## config.mk

```make
export PLATFORM = sky130hd
export DESIGN_NAME = alu_cmd_sequencer
export DESIGN_NICKNAME = d
export VERILOG_FILES = /design/src/rtl/alu_seq_pkg.sv /design/src/rtl/alu_seq_fifo.sv /design/src/rtl/alu_cmd_sequencer.sv
export SDC_FILE = /design/constraint.sdc
export NUM_CORES = 1
export LEC_CHECK = 0
export ABC_AREA = 1
export CORE_MARGIN = 4
export CORE_UTILIZATION = 58
export DETAILED_ROUTE_END_ITERATION = 8
export PLACE_DENSITY = 0.84
export REMOVE_ABC_BUFFERS = 1
export SKIP_LAST_GASP = 1
export SLEW_MARGIN = 5
export SYNTH_ARGS = -nofsm -noshare
export SYNTH_HDL_FRONTEND = slang
export SYNTH_SLANG_ARGS = --single-unit
```

## constraint.sdc

```tcl
create_clock -name clk -period 4.3 [get_ports clk]
set_input_delay 0.645 -clock clk [delete_from_list [all_inputs] [get_ports clk]]
set_output_delay 0.645 -clock clk [all_outputs]
set_load 0.01 [all_outputs]
```

## src/rtl/alu_seq_pkg.sv

```systemverilog
// ============================================================================
// Module      : alu_seq_pkg
// Description : Shared opcodes, FSM states and command-entry layout for the
//               ALU command sequencer. ALU_SEQ_ACC_EN adds the use_acc field.
// Revision    : 1.0 - initial release
// ============================================================================
`default_nettype none

package alu_seq_pkg;

    localparam logic [3:0] OP_ADD = 4'b0000;
    localparam logic [3:0] OP_SUB = 4'b0001;
    localparam logic [3:0] OP_AND = 4'b0010;
    localparam logic [3:0] OP_OR  = 4'b0011;
    localparam logic [3:0] OP_XOR = 4'b0100;
    localparam logic [3:0] OP_SHL = 4'b0110;
    localparam logic [3:0] OP_GT  = 4'b1000;
    localparam logic [3:0] OP_EQ  = 4'b1001;

    typedef enum logic [1:0] {
        ST_IDLE = 2'd0,
        ST_EXEC = 2'd1,
        ST_RESP = 2'd2
    } state_e;

    // Tag is appended by the top because its width is a top-level parameter
    typedef struct packed {
`ifdef ALU_SEQ_ACC_EN
        logic       use_acc;
`endif
        logic [7:0] a;
        logic [7:0] b;
        logic [3:0] op;
    } cmd_fields_t;

    localparam int CMD_FIELDS_W = $bits(cmd_fields_t);

endpackage

`default_nettype wire

```

## src/rtl/alu_seq_fifo.sv

```systemverilog
// ============================================================================
// Module      : alu_seq_fifo
// Description : Synchronous FIFO with wrap-bit pointers and full/empty flags.
// Revision    : 1.0 - initial release
// ============================================================================
`default_nettype none

module alu_seq_fifo #(
    parameter int DEPTH = 4,
    parameter int WIDTH = 8
) (
    input  logic             clk,
    input  logic             rst_n,
    input  logic             push_i,
    input  logic [WIDTH-1:0] wdata_i,
    input  logic             pop_i,
    output logic [WIDTH-1:0] rdata_o,
    output logic             full_o,
    output logic             empty_o
);

    localparam int AW = $clog2(DEPTH);

    logic [AW:0]      wr_ptr_q, wr_ptr_d;
    logic [AW:0]      rd_ptr_q, rd_ptr_d;
    logic [WIDTH-1:0] mem_q [DEPTH];
    logic             w_push;
    logic             w_pop;

    // Push is gated on full alone, so a pop in the same cycle never frees a slot early
    assign w_push  = push_i && !full_o;
    assign w_pop   = pop_i && !empty_o;
    assign full_o  = (wr_ptr_q[AW-1:0] == rd_ptr_q[AW-1:0]) && (wr_ptr_q[AW] != rd_ptr_q[AW]);
    assign empty_o = (wr_ptr_q == rd_ptr_q);
    assign rdata_o = mem_q[rd_ptr_q[AW-1:0]];

    always_comb begin
        wr_ptr_d = wr_ptr_q;
        rd_ptr_d = rd_ptr_q;
        if (w_push) wr_ptr_d = wr_ptr_q + (AW+1)'(1);
        if (w_pop)  rd_ptr_d = rd_ptr_q + (AW+1)'(1);
    end

    always_ff @(posedge clk or negedge rst_n) begin
        if (!rst_n) begin
            wr_ptr_q <= '0;
            rd_ptr_q <= '0;
        end else begin
            wr_ptr_q <= wr_ptr_d;
            rd_ptr_q <= rd_ptr_d;
        end
    end

    always_ff @(posedge clk) begin
        if (w_push) mem_q[wr_ptr_q[AW-1:0]] <= wdata_i;
    end

endmodule

`default_nettype wire

```

## src/rtl/alu_cmd_sequencer.sv

```systemverilog
// ============================================================================
// Module      : alu_cmd_sequencer
// Description : Buffers tagged ALU commands, drives the ALU and returns
//               in-order tagged responses. ALU_SEQ_ACC_EN adds accumulator
//               chaining through cmd_use_acc.
// Revision    : 1.0 - initial release
// ============================================================================
`default_nettype none

module alu_cmd_sequencer
    import alu_seq_pkg::*;
#(
    parameter int FIFO_DEPTH = 4,
    parameter int TAG_W      = 4,
    parameter int CNT_W      = 16
) (
    input  logic             clk,
    input  logic             rst_n,
    input  logic             cmd_valid,
    output logic             cmd_ready,
    input  logic [7:0]       cmd_a,
    input  logic [7:0]       cmd_b,
    input  logic [3:0]       cmd_op,
    input  logic [TAG_W-1:0] cmd_tag,
`ifdef ALU_SEQ_ACC_EN
    input  logic             cmd_use_acc,
`endif
    output logic [7:0]       alu_a,
    output logic [7:0]       alu_b,
    output logic [3:0]       alu_opcode,
    input  logic [7:0]       alu_result,
    input  logic             alu_zero,
    input  logic             alu_carry,
    output logic             rsp_valid,
    input  logic             rsp_ready,
    output logic [7:0]       rsp_result,
    output logic             rsp_zero,
    output logic             rsp_carry,
    output logic [TAG_W-1:0] rsp_tag,
    output logic             busy,
    output logic [CNT_W-1:0] op_count
);

    localparam int ENTRY_W = CMD_FIELDS_W + TAG_W;

    typedef struct packed {
        cmd_fields_t      f;
        logic [TAG_W-1:0] tag;
    } entry_t;

    entry_t           w_push_entry;
    entry_t           w_head;
    logic             w_full;
    logic             w_empty;
    logic             w_pop;

    state_e           state_q, state_d;
    logic [7:0]       alu_a_q, alu_a_d;
    logic [7:0]       alu_b_q, alu_b_d;
    logic [3:0]       alu_op_q, alu_op_d;
    logic [TAG_W-1:0] tag_q, tag_d;
    logic             rsp_valid_q, rsp_valid_d;
    logic [7:0]       rsp_result_q, rsp_result_d;
    logic             rsp_zero_q, rsp_zero_d;
    logic             rsp_carry_q, rsp_carry_d;
    logic [TAG_W-1:0] rsp_tag_q, rsp_tag_d;
    logic [CNT_W-1:0] op_count_q, op_count_d;
`ifdef ALU_SEQ_ACC_EN
    logic [7:0]       acc_q, acc_d;
`endif

    always_comb begin
        w_push_entry       = '0;
        w_push_entry.f.a   = cmd_a;
        w_push_entry.f.b   = cmd_b;
        w_push_entry.f.op  = cmd_op;
        w_push_entry.tag   = cmd_tag;
`ifdef ALU_SEQ_ACC_EN
        w_push_entry.f.use_acc = cmd_use_acc;
`endif
    end

    alu_seq_fifo #(
        .DEPTH (FIFO_DEPTH),
        .WIDTH (ENTRY_W)
    ) u_fifo (
        .clk     (clk),
        .rst_n   (rst_n),
        .push_i  (cmd_valid),
        .wdata_i (w_push_entry),
        .pop_i   (w_pop),
        .rdata_o (w_head),
        .full_o  (w_full),
        .empty_o (w_empty)
    );

    always_comb begin
        state_d      = state_q;
        w_pop        = 1'b0;
        alu_a_d      = alu_a_q;
        alu_b_d      = alu_b_q;
        alu_op_d     = alu_op_q;
        tag_d        = tag_q;
        rsp_valid_d  = rsp_valid_q;
        rsp_result_d = rsp_result_q;
        rsp_zero_d   = rsp_zero_q;
        rsp_carry_d  = rsp_carry_q;
        rsp_tag_d    = rsp_tag_q;
        op_count_d   = op_count_q;
`ifdef ALU_SEQ_ACC_EN
        acc_d        = acc_q;
`endif
        case (state_q)
            ST_IDLE: begin
                if (!w_empty) begin
                    w_pop    = 1'b1;
`ifdef ALU_SEQ_ACC_EN
                    alu_a_d  = w_head.f.use_acc ? acc_q : w_head.f.a;
`else
                    alu_a_d  = w_head.f.a;
`endif
                    alu_b_d  = w_head.f.b;
                    alu_op_d = w_head.f.op;
                    tag_d    = w_head.tag;
                    state_d  = ST_EXEC;
                end
            end
            // ALU inputs have been stable for a full cycle by this edge
            ST_EXEC: begin
                rsp_result_d = alu_result;
                rsp_zero_d   = alu_zero;
                rsp_carry_d  = alu_carry;
                rsp_tag_d    = tag_q;
                rsp_valid_d  = 1'b1;
`ifdef ALU_SEQ_ACC_EN
                acc_d        = alu_result;
`endif
                state_d      = ST_RESP;
            end
            ST_RESP: begin
                if (rsp_valid_q && rsp_ready) begin
                    rsp_valid_d = 1'b0;
                    op_count_d  = op_count_q + CNT_W'(1);
                    state_d     = ST_IDLE;
                end
            end
            default: state_d = ST_IDLE;
        endcase
    end

    always_ff @(posedge clk or negedge rst_n) begin
        if (!rst_n) begin
            state_q      <= ST_IDLE;
            alu_a_q      <= '0;
            alu_b_q      <= '0;
            alu_op_q     <= '0;
            tag_q        <= '0;
            rsp_valid_q  <= 1'b0;
            rsp_result_q <= '0;
            rsp_zero_q   <= 1'b0;
            rsp_carry_q  <= 1'b0;
            rsp_tag_q    <= '0;
            op_count_q   <= '0;
`ifdef ALU_SEQ_ACC_EN
            acc_q        <= '0;
`endif
        end else begin
            state_q      <= state_d;
            alu_a_q      <= alu_a_d;
            alu_b_q      <= alu_b_d;
            alu_op_q     <= alu_op_d;
            tag_q        <= tag_d;
            rsp_valid_q  <= rsp_valid_d;
            rsp_result_q <= rsp_result_d;
            rsp_zero_q   <= rsp_zero_d;
            rsp_carry_q  <= rsp_carry_d;
            rsp_tag_q    <= rsp_tag_d;
            op_count_q   <= op_count_d;
`ifdef ALU_SEQ_ACC_EN
            acc_q        <= acc_d;
`endif
        end
    end

    assign cmd_ready  = !w_full;
    assign busy       = (state_q != ST_IDLE) || !w_empty;
    assign alu_a      = alu_a_q;
    assign alu_b      = alu_b_q;
    assign alu_opcode = alu_op_q;
    assign rsp_valid  = rsp_valid_q;
    assign rsp_result = rsp_result_q;
    assign rsp_zero   = rsp_zero_q;
    assign rsp_carry  = rsp_carry_q;
    assign rsp_tag    = rsp_tag_q;
    assign op_count   = op_count_q;

endmodule

`default_nettype wire

```

==> metrics.md <==
| Metric | Value |
|---|---|
| Synth area leader | `edfxtp_1` |
| Slowest CP cell | `clkdlybuf4s50_1` |
| Sum Neg Setup Slack | `0 ps` |
| Gr busiest metal | `met2` |
| Initial Util | `59.4%` |
| Post-DRT Antenna Nets | `0` |
| GPL Wtd Cong | `0.790` |
| Root Buffer | `clkbuf_8` |
| Die H | `113 um` |
| Grt met3 use | `5.78%` |
| # IOs | `91` |
| Power Density | `726 nW/um2` |
| Worst skew pair latency | `520 ps` |
| H-tree depth | `4` |
| Crit-path cells | `buf_4 -> xnor2_2 -> nand3_1 -> clkdlybuf4s50_1` |
| Post-CTS setup buffers | `0` |
| Slew Limit Fails | `0` |
| # resized after CTS | `0` |
| Largest net degree at the start of global routing | `52` |
| Worst min-delay path class | `input pin to async pin` |
| CTS tree | `built` |
| Status | `finished clean` |
| Number of synthesized flops with an enable pin | `96` |
| Area grow syn2layout | `24.1%` |
| Most common cell after layout, fill and taps aside | `nand2_1` |
| Critical path class | `flip-flop to primary output` |
| First-pass GRT wire length | `22100 um` |
| Slew HR | `50.8%` |
| All-Layer GR Usage | `22.0%` |
| Final Cycle Share | `66.9%` |
| DR DRC count | `0` |
| Ys async rst share | `39.6%` |
| Avg Inst Size Synth | `11.6 um2` |
| Final wirelength | `13500 um` |
| Max-Cap Viols | `0` |
| NumNets Final | `691` |
| Die area | `12800 um2` |
| TritonCTS Sinks | `159` |
| Seq/Total Area, Yosys | `69.3%` |
| # diodes | `0` |
| Fmax | `0.347 GHz` |
| GRT overflow | `0` |
| M2 GR Usage | `36.3%` |
| Worst Setup Start Kind | `flip-flop` |
| Via count | `4428` |
| Die W | `113 um` |
| Via-to-Cell Ratio | `5.54` |
| CTS Hold Buffers Added | `0` |
| Clock Pin Slew Worst Setup and Hold Paths | `60 ps` |
| Max stage delay on crit path | `570 ps` |
| Leak Pwr | `3.21 nW` |
| Final hold violations | `0` |
| Main area contributors after synthesis | `edfxtp_1, dfrtp_1, nand2_1` |
| Crit-path max FO | `51` |
| Placed inst area | `7430 um2` |
| Core area | `10800 um2` |
| DR pass1 iterations | `5` |
| Final min period | `2880 ps` |
| Worst slew pin tran | `736 ps` |
| Final Instance Area | `7980 um2` |
| Post-synth top area share | `44.8%` |
| Synthesized flop and latch total | `159` |
| WP data required | `3650 ps` |
| Antenna violations before repair | `0` |
| Area taken by multi-input logic gates | `1760 um2` |
| Wire per inst | `16.8 um` |
| Register area | `4460 um2` |
| CTS max path bufs | `2` |
| Layout cells sized above 1 | `8.80%` |
| # fillers | `725` |
| Most frequent cells in the layout | `nand2_1, edfxtp_1, clkdlybuf4s50_1` |
| Port Buffers | `90` |
| Number of buffers created by CTS | `17` |
| Endpoints failing setup | `0` |
| Max VDD drop | `0.000419 V` |
| Worst Path Buf+Inv | `2` |
| YS warnings | `0` |
| Cell variety after synth | `23` |
| Critical Path Sink Type | `primary output` |
| CP arrival | `2230 ps` |
| Global routing met1 resource utilization | `28.4%` |
| Cell count after synthesis | `556` |
| Synthesized area | `6430 um2` |
| Cell family with most CP delay | `buffers and inverters` |
| Number of global-route vias before repair | `4577` |
| Post-detail-place hpwl | `8400 um` |
| Main flop type after synthesis | `edfxtp_1` |
| Num rows | `38` |
| Setup Skew | `8.27 ps` |
| RSZ-0062 raised after global routing | `no` |
| Drt initial violations | `277` |
[per-layer routing]
metal | vias to the layer above | share of wire (%)
met5 | - | 0
li1 | 2062 | -
met3 | 24 | 6.4
met2 | 188 | 50
met4 | 0 | 2.0
met1 | 2154 | 42
[cells in the mapped netlist, drive strengths merged (6+ instances only)]
cell type  instances
nor2              89
ha                 6
inv               22
clkbuf             7
nand2            106
xnor2              8
buf               19
o21ai             72
nand3             39
edfxtp            96
dfrtp             63
xor2               8
mux2              14
[per-stage QoR]
stage               hold WS [ps]  setup slack, ps  power, mW  std cells  util (%)
floorplan                    349             1220       3.49        530         -
global placement             460             1510       4.31        768      68.5
detailed placement           465             1440       4.41        768      68.5
CTS                          165             1410       5.82        799      73.6
global route                 177             1270       6.16        799      73.6
finish                       145             1420       5.79        799      73.6
[cell families after synthesis]
kind of cell | count (synthesis) | share of synthesized area, %
adder cells (fa/ha/maj) | 6 | 1.17
AO/OA/AOI/OAI | 72 | 5.60
AND/OR/NAND/NOR | 241 | 15.4
flip-flops | 159 | 69.3
XOR/XNOR | 16 | 2.53
buffers and inverters | 48 | 3.60
multiplexers | 14 | 2.45
[worst reg2reg max path, delay by kind of cell (launching register included)]
family / cells / cell delay [ps]
and+or+nand+nor: 3 / 1090
xor gates and xnor gates: 1 / 190
buffers and inverters: 1 / 430
DFF: 1 / 320
[registers in the layout, indices dropped and copies added (netlist names), 4 cells and up]
signal	flops
tag_q	4
u_fifo.mem_q	96
rsp_tag	4
op_count	16
alu_a	8
alu_b	8
alu_opcode	4
rsp_result	8
[worst paths after layout]
path,start,endpoint,slack [ps],cells after the start
setup / recovery,u_fifo.rd_ptr_q[1],cmd_ready,1420,4
hold / removal,rst_n,u_fifo.wr_ptr_q[2],150,1
setup reg to reg,u_fifo.rd_ptr_q[1],u_fifo.mem_q[0][12],1890,5
hold reg to reg,alu_a[0],alu_a[0],480,2
max in group asynchronous,rst_n,alu_b[7],3230,2
min in group clk,alu_a[0],alu_a[0],480,2
[where the power goes]
group / switching, mW / internal [mW] / total [mW]
combinational: 1.26 / 0.842 / 2.10
clock: 0.544 / 0.850 / 1.39
sequential: 0.205 / 2.09 / 2.30
total: 2.01 / 3.78 / 5.79
[cell type report]
class | instances | area share, %
Timing Repair Buffer | 98 | 12.0
Tap cell | 140 | 2.19
Inverter | 22 | 1.03
Multi-Input combinational cell | 349 | 22.1
Sequential cell | 159 | 55.9
Clock buffer | 24 | 5.77
Clock inverter | 7 | 1.10
(Power assumes the default switching activity.)
